$ cat src/rtl/waveform_pkg.sv
// Shared types and band-geometry helpers for the waveform plotter.
package waveform_pkg;

  typedef enum logic [2:0] {
    IDLE,
    READ,
    LATCH,
    CLEAR,
    DRAW,
    NEXT
  } state_t;

  function automatic int band_h(int height, int channels);
    return height / channels;
  endfunction

  function automatic int band_lim(int height, int channels);
    return band_h(height, channels) / 2 - 1;
  endfunction

  function automatic int band_center(int height, int channels, int ch);
    return ch * band_h(height, channels) + band_h(height, channels) / 2;
  endfunction

  function automatic int clamp_off(int v, int lim);
    if (v > lim) return lim;
    if (v < -lim) return -lim;
    return v;
  endfunction

endpackage

$ cat src/rtl/waveform_plotter_if.sv
// Sample FIFO read side and framebuffer write side of the waveform plotter.
interface waveform_plotter_if #(
  parameter int NUM_CHANNELS = 2,
  parameter int DATA_WIDTH   = 32,
  parameter int ADDR_WIDTH   = 19
);
  logic [NUM_CHANNELS*DATA_WIDTH-1:0] sample_data;
  logic                               fifo_almost_empty;
  logic                               fifo_rd_en;
  logic [ADDR_WIDTH-1:0]              pixel_addr;
  logic                               pixel_data;
  logic                               pixel_wr_en;

  modport master (
    input  sample_data, fifo_almost_empty,
    output fifo_rd_en, pixel_addr, pixel_data, pixel_wr_en
  );

  modport slave (
    output sample_data, fifo_almost_empty,
    input  fifo_rd_en, pixel_addr, pixel_data, pixel_wr_en
  );
endinterface

$ cat src/rtl/waveform_plotter_sample_to_row.sv
// Maps one channel's signed sample to a clamped screen row inside its band.
module sample_to_row
  import waveform_pkg::*;
#(
  parameter int SCREEN_HEIGHT = 480,
  parameter int NUM_CHANNELS  = 2,
  parameter int DATA_WIDTH    = 32,
  parameter int SAMPLE_WIDTH  = 24,
  parameter int SCALE_SHIFT   = 16,
  parameter int CH            = 0,
  parameter int YW            = 9
) (
  input  logic [DATA_WIDTH-1:0] slot,
  output logic [YW-1:0]         y
);
  logic signed [SAMPLE_WIDTH-1:0] s;
  logic                           unused_hi;
  int                             off;

  assign s         = slot[SAMPLE_WIDTH-1:0];
  assign unused_hi = ^slot[DATA_WIDTH-1:SAMPLE_WIDTH];

  // Positive samples move up the screen, hence center minus offset.
  always_comb begin
    off = clamp_off(int'(s) >>> SCALE_SHIFT, band_lim(SCREEN_HEIGHT, NUM_CHANNELS));
    y   = YW'(band_center(SCREEN_HEIGHT, NUM_CHANNELS, CH) - off);
  end
endmodule

$ cat src/rtl/waveform_plotter.sv
// Column-at-a-time multi-channel trace plotter into a 1-bit framebuffer.
// Define WAVE_CONNECT_EN to join consecutive samples with vertical spans.
module waveform_plotter
  import waveform_pkg::*;
#(
  parameter int SCREEN_WIDTH  = 640,
  parameter int SCREEN_HEIGHT = 480,
  parameter int NUM_CHANNELS  = 2,
  parameter int DATA_WIDTH    = 32,
  parameter int SAMPLE_WIDTH  = 24,
  parameter int SCALE_SHIFT   = 16,
  parameter int ADDR_WIDTH    = $clog2(SCREEN_WIDTH*SCREEN_HEIGHT)
) (
  input  logic               clk,
  input  logic               resetn,
  waveform_plotter_if.master bus,
  output logic               frame_done,
  output logic               busy
);
  localparam int XW = $clog2(SCREEN_WIDTH);
  localparam int YW = $clog2(SCREEN_HEIGHT);
  localparam int CW = (NUM_CHANNELS > 1) ? $clog2(NUM_CHANNELS) : 1;
  localparam logic [ADDR_WIDTH-1:0] STRIDE  = ADDR_WIDTH'(SCREEN_WIDTH);
  localparam logic [XW-1:0]         X_LAST  = XW'(SCREEN_WIDTH-1);
  localparam logic [YW-1:0]         Y_LAST  = YW'(SCREEN_HEIGHT-1);
  localparam logic [CW-1:0]         CH_LAST = CW'(NUM_CHANNELS-1);

  state_t state, state_n;
  logic [XW-1:0] x;
  logic [YW-1:0] row, cnt;
  logic [CW-1:0] ch, ch_nxt;
  logic [NUM_CHANNELS-1:0][YW-1:0] new_y, lo_y, lo_y_n, len, len_n;
  logic [NUM_CHANNELS-1:0][ADDR_WIDTH-1:0] lo_addr;
  logic [ADDR_WIDTH-1:0] addr, first_addr;
  logic wr_en, data, clear_last, draw_last;

`ifdef WAVE_CONNECT_EN
  logic [NUM_CHANNELS-1:0][YW-1:0] cur_y, prev_y;
`endif

  for (genvar c = 0; c < NUM_CHANNELS; c++) begin : g_ch
    sample_to_row #(
      .SCREEN_HEIGHT(SCREEN_HEIGHT), .NUM_CHANNELS(NUM_CHANNELS),
      .DATA_WIDTH(DATA_WIDTH), .SAMPLE_WIDTH(SAMPLE_WIDTH),
      .SCALE_SHIFT(SCALE_SHIFT), .CH(c), .YW(YW)
    ) u_row (
      .slot(bus.sample_data[c*DATA_WIDTH +: DATA_WIDTH]),
      .y   (new_y[c])
    );
  end

  // Span start row and length-1 per channel; column 0 never connects across the wrap.
  always_comb begin
    lo_y_n = new_y;
    len_n  = '0;
`ifdef WAVE_CONNECT_EN
    for (int c = 0; c < NUM_CHANNELS; c++) begin
      if (x != '0) begin
        if (prev_y[c] < new_y[c]) begin
          lo_y_n[c] = prev_y[c];
          len_n[c]  = new_y[c] - prev_y[c];
        end else begin
          len_n[c]  = prev_y[c] - new_y[c];
        end
      end
    end
`endif
  end

  always_comb begin
    state_n    = state;
    clear_last = (row == Y_LAST);
    draw_last  = (cnt == '0) && (ch == CH_LAST);
    ch_nxt     = ch + 1'b1;
    first_addr = (row == lo_y[0]) ? addr : lo_addr[0];
    case (state)
      IDLE:    if (!bus.fifo_almost_empty) state_n = READ;
      READ:    state_n = LATCH;
      LATCH:   state_n = CLEAR;
      CLEAR:   if (clear_last) state_n = DRAW;
      DRAW:    if (draw_last) state_n = NEXT;
      NEXT:    state_n = IDLE;
      default: state_n = IDLE;
    endcase
  end

  always_ff @(posedge clk) begin
    if (!resetn) state <= IDLE;
    else         state <= state_n;
  end

  // Write registers are loaded one cycle ahead so each write coincides with its state.
  // Span base addresses are captured as the clear sweep passes each start row.
  always_ff @(posedge clk) begin
    if (!resetn) begin
      x       <= '0;
      row     <= '0;
      cnt     <= '0;
      ch      <= '0;
      addr    <= '0;
      data    <= 1'b0;
      wr_en   <= 1'b0;
      lo_y    <= '0;
      len     <= '0;
      lo_addr <= '0;
`ifdef WAVE_CONNECT_EN
      cur_y   <= '0;
      for (int c = 0; c < NUM_CHANNELS; c++)
        prev_y[c] <= YW'(band_center(SCREEN_HEIGHT, NUM_CHANNELS, c));
`endif
    end else begin
      case (state)
        LATCH: begin
          lo_y  <= lo_y_n;
          len   <= len_n;
`ifdef WAVE_CONNECT_EN
          cur_y <= new_y;
`endif
          row   <= '0;
          addr  <= ADDR_WIDTH'(x);
          data  <= 1'b0;
          wr_en <= 1'b1;
        end
        CLEAR: begin
          for (int c = 0; c < NUM_CHANNELS; c++)
            if (row == lo_y[c]) lo_addr[c] <= addr;
          if (clear_last) begin
            addr <= first_addr;
            data <= 1'b1;
            ch   <= '0;
            cnt  <= len[0];
          end else begin
            row  <= row + 1'b1;
            addr <= addr + STRIDE;
          end
        end
        DRAW: begin
          if (cnt != '0) begin
            cnt  <= cnt - 1'b1;
            addr <= addr + STRIDE;
          end else if (ch == CH_LAST) begin
            wr_en <= 1'b0;
            data  <= 1'b0;
          end else begin
            ch   <= ch_nxt;
            addr <= lo_addr[ch_nxt];
            cnt  <= len[ch_nxt];
          end
        end
        NEXT: begin
`ifdef WAVE_CONNECT_EN
          prev_y <= cur_y;
`endif
          x <= (x == X_LAST) ? '0 : x + 1'b1;
        end
        default: ;
      endcase
    end
  end

  assign bus.fifo_rd_en  = (state == READ);
  assign bus.pixel_addr  = addr;
  assign bus.pixel_data  = data;
  assign bus.pixel_wr_en = wr_en;
  assign busy            = (state != IDLE);
  assign frame_done      = (state == NEXT) && (x == X_LAST);

endmodule

$ cat src/flat_wrapper.sv
// flat-port wrapper written by rule: the top's interface ports become plain ports
module waveform_plotter_flat import waveform_pkg::*;
#(
  parameter int SCREEN_WIDTH  = 640,
  parameter int SCREEN_HEIGHT = 480,
  parameter int NUM_CHANNELS  = 2,
  parameter int DATA_WIDTH    = 32,
  parameter int SAMPLE_WIDTH  = 24,
  parameter int SCALE_SHIFT   = 16,
  parameter int ADDR_WIDTH    = $clog2(SCREEN_WIDTH*SCREEN_HEIGHT)
)
  (clk, resetn, frame_done, busy, bus_sample_data, bus_fifo_almost_empty, bus_fifo_rd_en, bus_pixel_addr, bus_pixel_data, bus_pixel_wr_en);
  waveform_plotter_if #(.NUM_CHANNELS(NUM_CHANNELS), .DATA_WIDTH(DATA_WIDTH), .ADDR_WIDTH(ADDR_WIDTH)) bus_i ();
  input  logic clk;
  input  logic resetn;
  output logic frame_done;
  output logic busy;
  input wire logic [$bits(bus_i.sample_data)-1:0] bus_sample_data;
  input wire logic [$bits(bus_i.fifo_almost_empty)-1:0] bus_fifo_almost_empty;
  output wire logic [$bits(bus_i.fifo_rd_en)-1:0] bus_fifo_rd_en;
  output wire logic [$bits(bus_i.pixel_addr)-1:0] bus_pixel_addr;
  output wire logic [$bits(bus_i.pixel_data)-1:0] bus_pixel_data;
  output wire logic [$bits(bus_i.pixel_wr_en)-1:0] bus_pixel_wr_en;
  assign bus_i.sample_data = bus_sample_data;
  assign bus_i.fifo_almost_empty = bus_fifo_almost_empty;
  assign bus_fifo_rd_en = bus_i.fifo_rd_en;
  assign bus_pixel_addr = bus_i.pixel_addr;
  assign bus_pixel_data = bus_i.pixel_data;
  assign bus_pixel_wr_en = bus_i.pixel_wr_en;
  waveform_plotter #(.SCREEN_WIDTH(SCREEN_WIDTH), .SCREEN_HEIGHT(SCREEN_HEIGHT), .NUM_CHANNELS(NUM_CHANNELS), .DATA_WIDTH(DATA_WIDTH), .SAMPLE_WIDTH(SAMPLE_WIDTH), .SCALE_SHIFT(SCALE_SHIFT), .ADDR_WIDTH(ADDR_WIDTH)) u_core (.clk(clk), .resetn(resetn), .bus(bus_i), .frame_done(frame_done), .busy(busy));
endmodule
$ cat config.mk
export PLATFORM = sky130hd
export DESIGN_NAME = waveform_plotter_flat
export DESIGN_NICKNAME = d
export VERILOG_FILES = /design/src/rtl/waveform_pkg.sv /design/src/rtl/waveform_plotter_if.sv /design/src/rtl/waveform_plotter_sample_to_row.sv /design/src/rtl/waveform_plotter.sv /design/src/flat_wrapper.sv
export SDC_FILE = /design/constraint.sdc
export NUM_CORES = 1
export LEC_CHECK = 0
export BUFFER_PORTS_ARGS = -buffer_cell sky130_fd_sc_hd__buf_2
export CAP_MARGIN = 20
export CORE_MARGIN = 1.5
export CORE_UTILIZATION = 45
export CTS_BUF_LIST = sky130_fd_sc_hd__clkbuf_4 sky130_fd_sc_hd__clkbuf_8 sky130_fd_sc_hd__clkbuf_16
export DETAILED_ROUTE_END_ITERATION = 8
export HOLD_SLACK_MARGIN = 0.05
export PLACE_DENSITY = 0.73
export SLEW_MARGIN = 0
export SYNTH_ARGS = -nofsm -noshare
export SYNTH_HDL_FRONTEND = slang
export SYNTH_SLANG_ARGS = --single-unit
$ cat constraint.sdc
create_clock -name clk -period 2.63 [get_ports clk]
set_input_delay 0.1315 -clock clk [delete_from_list [all_inputs] [get_ports clk]]
set_output_delay 0.1315 -clock clk [all_outputs]
set_load 0.03 [all_outputs]
# == Word level (Yosys, flattened, before mapping) ==
# Index checks and enable logic that the tools add are counted.
# word_totals
register_bits,109
input_bits,67
output_inout_bits,24
# op_classes
addsub,7
order_cmp,5
eq_ne,16
n_mux,42
n_reduce_logical,18
# op_table
op,n
$mux W19,6
$mux W9,11
$pmux W19 S3,1
$pmux W9 S2,2
$add A19 B10 Y19 const B,1
$eq A9 B9 Y1,2
$gt A8 B8 Y1 const B,2
$lt A8 B8 Y1 const B,2
$pmux W3 S5,1
$mux W7,2
$mux W1,12
$reduce_and A3 Y1,4
$add A10 B1 Y10 const B,1
$eq A10 B10 Y1 const B,1
$mux W10,1
$add A9 B1 Y9 const B,1
$eq A9 B9 Y1 const B,1
$logic_not A9 Y1,1
$mux W3,3
$reduce_bool A9 Y1,1
$sub A8 B9 Y9 const A,1
$sub A9 B1 Y9 const B,1
$sub A9 B9 Y9 const A,1
$eq A3 B2 Y1 const B,2
15 further kinds,27

# == Logic depth before layout (Yosys ltp) ==
# logic_depth
depth_word,6
ltp_mapped,13
ltp_nobuf,12

# == Cells and area by module ==
# From an unflattened synthesis, not the netlist that was laid out.
# hier_totals
cells_unflattened,731
area_unflattened_um2,6203.4
# by_module_without_submodules
mod,n_inst,cells_each,area_per_inst_um2,seq_area_each_um2
waveform_plotter,1,649,5674.2,2182.1
sample_to_row (u_core.g_ch[1].u_row),1,43,274.0,0.0
sample_to_row (u_core.g_ch[0].u_row),1,39,255.2,0.0

# == Worst setup path before layout ==
# No wires, ideal clock.
# synth_timing
path_kind,input-to-reg
from,input port bus_sample_data[50]
to,register u_core.lo_y[15] in the netlist's numbering
setup_time_ps,74
arrival_ps,2151
t_required_ps,2556
slack_ps,405
cell_stages,10
n_path_buf,0
cell_sequence,o31a_1 > o41ai_1 > ha_1 > nor3_1 > ha_1 > a21oi_1 > a21o_1 > o21a_1 > xor2_1 > a31oi_1
# synth_via
elab_chain_cells,6
elab_cells_between_ends,10
cone_classes,1 x add/sub; 2 x order compare; 7 x mux
# synth_rtl
element,line,rtl
start: declaration,flat_wrapper.sv:18,input wire logic [$bits(bus_i.sample_data)-1:0] bus_sample_data;
$gt A8 B8 Y1 / $lt A8 B8 Y1 (equally long branches),"waveform_pkg.sv:26, waveform_pkg.sv:27",
$mux W7 / $mux W1 (equally long branches),"waveform_pkg.sv:26, waveform_pkg.sv:27",
$mux W9 / $mux W1 (equally long branches),waveform_pkg.sv:27,if (v < -lim) return -lim;
$mux W9,waveform_pkg.sv:28,return v;
$mux W9 *,waveform_pkg.sv:27,
$sub A9 B9 Y9 *,waveform_plotter_sample_to_row.sv:26,"y = YW'(band_center(SCREEN_HEIGHT, NUM_CHANNELS, CH) - off);"
end signal: assignment,waveform_plotter.sv:114,lo_y <= lo_y_n;
end: declaration,waveform_plotter.sv:32,"logic [NUM_CHANNELS-1:0][YW-1:0] new_y, lo_y, lo_y_n, len, len_n;"
# Every way passes the cells marked *; elsewhere a longest branch is shown, timed or not. The select of a mux whose other input is x is not followed.
# A chain may end at the register's enable or synchronous reset.

# == Worst setup path after layout ==
# layout_timing
from,register u_core.cnt[0]
to,"register u_core.addr[15], in the netlist u_core.bus.pixel_addr[15]"
# layout_via
elab_chain_cells,3
elab_cells_between_ends,5
cone_classes,1 x eq/ne; 2 x mux; 2 x reduce/logical
# layout_rtl
element,line,rtl
start: declaration,waveform_plotter.sv:30,"logic [YW-1:0] row, cnt;"
start signal: assignment,waveform_plotter.sv:131,cnt <= len[0];
start signal: assignment,waveform_plotter.sv:139,cnt <= cnt - 1'b1;
start signal: assignment,waveform_plotter.sv:147,cnt <= len[ch_nxt];
$reduce_bool A9 Y1 *,waveform_plotter.sv:138,if (cnt != '0) begin
$mux W19 / $ne A3 B3 Y1 (equally long branches),n/a,
$pmux W19 S3 / $reduce_and A2 Y1 (equally long branches),n/a,
end signal: assignment,waveform_plotter.sv:120,addr <= ADDR_WIDTH'(x);
end signal: assignment,waveform_plotter.sv:140,addr <= addr + STRIDE;
end signal: assignment,waveform_plotter.sv:146,addr <= lo_addr[ch_nxt];
end: declaration,waveform_plotter.sv:34,"logic [ADDR_WIDTH-1:0] addr, first_addr;"
# Every way passes the cells marked *; elsewhere a longest branch is shown, timed or not.

==> results summary <==
Summed over all instances, the cell type with the most area after synthesis is sky130_fd_sc_hd__dfxtp_1. The areal power density over the cells is 607 nW/µm². The length of the first detailed-routing pass in iterations came out at 4. The number of distinct library cells after synthesis came out at just over 80.

Among cell families on the critical path, the largest total delay comes from simple AND/OR/NAND/NOR gates. The nature of the critical path startpoint is a register. Summed over all cells, the static leakage comes to 2.64 nW. The final-stage net count is approximately 790. The normalized max-slew margin is 0.607. In this run the critical register-to-register path is captured at u_core.bus.pixel_addr[15]. The flow ran to the end, and the final reports show no timing, DRC or antenna violations. The global-route total usage across every layer came out at 0.207.

Yosys instantiated no cell more often than sky130_fd_sc_hd__dfxtp_1. The core area came out at around 13000 µm². The largest net degree at the start of global routing came out at 48. The synthesized net count came out at between 700 and 800. The number of DRC violations after detailed routing is 0. By area the synthesized netlist is led by sky130_fd_sc_hd__dfxtp_1 36%, sky130_fd_sc_hd__mux2i_1 11%, sky130_fd_sc_hd__xor2_1 4.7%. The number of fill cells in the layout came out at ~1200.

The area fraction in compound gates after synthesis is 0.159. On the worst path, the slowest cell contributes a delay of about 550 ps. The final critical path time including I/O delays and setup came out at between 2000 and 2500 ps. The number of enable-type register cells in the synthesized netlist is 0. The worst setup path category is reg -> reg. The count of maximum capacitance violations came out at 0. The number of pins with negative max-slew slack in the final report came out at 0. In this run the critical register-to-register path is launched from u_core.cnt[0]. The repair_antennas step left the layout with diodes totalling 0. The tightest min-delay check is of the in -> reg type. In this run the core area contains 42 standard-cell rows. The share of synthesized area spent on multiplexers is 0.113.

Of the total power, the share spent switching nets is 0.313. The buffering stage count on the worst path with inverters included is 1. The first routing iteration left approximately 340 violations. The fraction of registers with async set or reset after synthesis is 0.

For this run, the number of Yosys warnings is 0. The kind of end point of the critical path is a register. The overall routed net length came out at approximately 15000 µm. The number of sinks driven by the clock tree came out at ~110. The mean routed wirelength per cell came out at roughly 16 µm. Of the total power, the clock network draws 0.334. The global-route wire length before repair came out at 24000 µm. The horizontal extent of the die is about 120 µm. The slowest stage of the critical path belongs to the cell sky130_fd_sc_hd__or4b_4. The post-synthesis sequential area ratio is 0.357.

The clock root buffer master is sky130_fd_sc_hd__clkbuf_16. The total of hold buffers inserted after clock tree synthesis came out at 0. The part of the cycle the worst path needs is 0.880. Registers take about 2200 µm². The number of ports placed on the die boundary is a little over 90. The transition at the pin with the smallest max-transition slack is between 500 and 600 ps. The clock-pin slew on the worst setup and hold paths came out at roughly 70 ps. The placed wire-length estimate after detailed placement is 10200 µm.

The startpoint identified for the worst hold timing path is bus_sample_data[54]. After detailed placement, the total cell area comes to around 6500 µm². The number of cells on the critical path came out at 7. The post-synthesis instance area came out at between 6000 and 7000 µm². Ranked by instance count, the synthesized netlist is headed by 109 x sky130_fd_sc_hd__dfxtp_1, 67 x sky130_fd_sc_hd__mux2i_1, 66 x sky130_fd_sc_hd__nor2_1. The design area came out at a little under 7000 µm². The worst hold path stage count came out at 3. For the worst setup path, the data required time is 2870 ps.

The slack of the worst reg-to-reg path came out at 320 ps. Averaged over all synthesized cells, the footprint is between 8 and 9 µm². The post-CTS setup repair buffer count came out at 0. The length in cells of the worst reg-to-reg path is 7. The fraction of power consumed by sequential logic came out at 0.441. The final number of hold-violating endpoints came out at 0. Tracing the worst setup path back leads to its startpoint at u_core.cnt[0]. The number of antenna-violating nets in the routed design is 0. After synthesis, the largest family of logic cells by area is simple AND/OR/NAND/NOR gates.

The most critical setup path has its endpoint at u_core.bus.pixel_addr[15]. The arrival time reported for the critical path endpoint came out at between 2000 and 3000 ps. The floorplan die height is roughly 120 µm.

For this block, the via count after detailed routing is 5054. The overflow left after global routing is 0. Of the total synthesized cell area, the portion taken by AND, OR, NAND and NOR gates is 0.227. Setup repair after global routing left no endpoint under its margin.

IR analysis of the VDD net gives a maximum drop of between 400 and 500 µV. In the final timing run, aggregate negative setup slack is 0 ps. The peak fanout along the critical path came out at 7.

The area share of the leading cell type in the synthesized netlist came out at 0.357. The total of endpoints with negative setup slack in the final report is 0. At the later pin of the worst-skew pair, clock insertion delay measures about 360 ps.

No sink is reached through more buffers than the 2 on the longest clock path. The number of synthesized register bits is around 110. The cell-internal power came out at 2.84 mW. The share of final-layout standard cells stronger than drive strength 1 is 0.154.

The adder and majority gate portion of the synthesized area is 0.0164. The die covers 14300 µm². The number of global-route vias before repair came out at approximately 5000. Walking the worst path, the cells encountered are inv_1, ha_1, or4b_4, nor4_4, or2_1, nor2_1, a221o_1. The post-route clock skew is about 11 ps.

The initial utilization of the core area, before any placement, comes to 0.462. Compared with the post-synthesis result, the final layout area differs by 11.1%. For this run, the top clock speed supported by timing is approximately 430 MHz. The most used flip-flop cell after synthesis is sky130_fd_sc_hd__dfxtp_1. The number of antenna violations at the first check in global routing came out at 0.

The congestion estimate from routability-driven global placement came to approximately 0.85. The post-cts resize count is 0. Dividing the detail-routed via count by the number of cells gives ~5.6.

The net switching power figure is approximately 1.3 mW. Clock tree synthesis inserted a total of 9 buffers. The area share of xor/xnor cells in the synthesized design came out at 0.0816.

The count of buffers inserted at the top-level ports is 42. The count of H-tree levels built during CTS came out at 3. The gate count of the mapped netlist is about 700. TritonCTS built the clock tree. The proportion of power drawn by combinational gates is 0.225. The area of the multi-input gates is between 3000 and 4000 µm².
[worst register-to-register path: cells and delay by family (launching register included)]
family                   cells  cell delay, ps
buffers and inverters        1              60
adder cells (fa/ha/maj)      1             240
flip-flops                   1             340
AND/OR/NAND/NOR              4            1300
AO/OA/AOI/OAI                1             270
[metal layers]
metal / wire length, µm / track usage
met1: 6540 / 0.263
met2: 7100 / 0.343
met3: 621 / 0.0356
met4: 299 / 0.0975
met5: 0 / 0
[worst min-delay path by stage]
stage                              endpoint  slack, ps
final                       u_core.lo_y[15]        140
after global routing      u_core.lo_addr[7]        130
after CTS                    u_core.lo_y[6]        120
after detailed placement      u_core.cnt[8]        440
after global placement        u_core.cnt[8]        420
after floorplan              u_core.lo_y[6]        340
[sequential cells by signal, indices dropped and copies added (netlist names)]
signal,flops
u_core.lo_addr,38
u_core.bus.pixel_addr,19
u_core.lo_y,18
u_core.x,10
u_core.cnt,9
u_core.row,9
u_core.state,3
u_core.bus.pixel_data,1
u_core.bus.pixel_wr_en,1
u_core.ch,1
[through the flow]
step / power, mW / worst slack (ps) / utilization / hold slack [ps] / instances
global placement: 2.75 / 197 / 0.491 / 418 / 882
floorplan: 2.54 / 405 / - / 335 / 682
global route: 4.29 / 198 / 0.513 / 130 / 898
detailed placement: 2.77 / 113 / 0.491 / 437 / 882
finish: 4.13 / 316 / 0.513 / 138 / 898
CTS: 4.14 / 313 / 0.513 / 118 / 898
[logic make-up (layout without fill, tap and decap cells)]
logic type               Yosys count  after routing
flip-flops                       109            109
adder cells (fa/ha/maj)            8              8
multiplexers                      69             69
buffers and inverters             55             95
AND/OR/NAND/NOR                  256            256
AO/OA/AOI/OAI                    128            128
XOR/XNOR                          57             57
[final cells by class]
| cell class | count | area share |
|---|---|---|
| Clock buffer | 9 | 0.0331 |
| Sequential cell | 109 | 0.321 |
| Multi-Input combinational cell | 518 | 0.538 |
| Clock inverter | 7 | 0.0107 |
| Timing Repair Buffer | 66 | 0.0574 |
| Inverter | 13 | 0.00718 |
| Tap cell | 176 | 0.0324 |
[power by group through the flow]
stage                     sequential [mW]  combinational (mW)  clock, mW
after detailed placement             1.86               0.916          0
after global routing                 1.83                1.00       1.46
final                                1.82               0.927       1.38
after CTS                            1.82               0.924       1.40
after floorplan                      1.88               0.660          0
after global placement               1.85               0.900          0
[cell usage in the layout, fill, tap and decap left out, types with 5 or more instances in the layout]
cell type                   count
sky130_fd_sc_hd__dfxtp_1      109
sky130_fd_sc_hd__mux2i_1       67
sky130_fd_sc_hd__nor2_1        66
sky130_fd_sc_hd__nand2_1       52
sky130_fd_sc_hd__buf_2         42
sky130_fd_sc_hd__nor2b_1       41
sky130_fd_sc_hd__xor2_1        33
sky130_fd_sc_hd__xnor2_1       24
sky130_fd_sc_hd__buf_4         24
sky130_fd_sc_hd__o21ai_0       22
sky130_fd_sc_hd__a21oi_1       19
sky130_fd_sc_hd__nand3_1       19
sky130_fd_sc_hd__nor3_1        14
sky130_fd_sc_hd__inv_1         13
sky130_fd_sc_hd__a21boi_0      10
sky130_fd_sc_hd__nand4_1        9
sky130_fd_sc_hd__clkbuf_16      9
sky130_fd_sc_hd__o211ai_1       8
sky130_fd_sc_hd__ha_1           8
sky130_fd_sc_hd__o221a_1        7
sky130_fd_sc_hd__and2_1         7
sky130_fd_sc_hd__a31oi_1        6
sky130_fd_sc_hd__nand3b_1       5
sky130_fd_sc_hd__nand2b_1       5
sky130_fd_sc_hd__o21a_1         5
sky130_fd_sc_hd__o211a_1        5
Note: power is estimated with default switching activity, not from simulation.
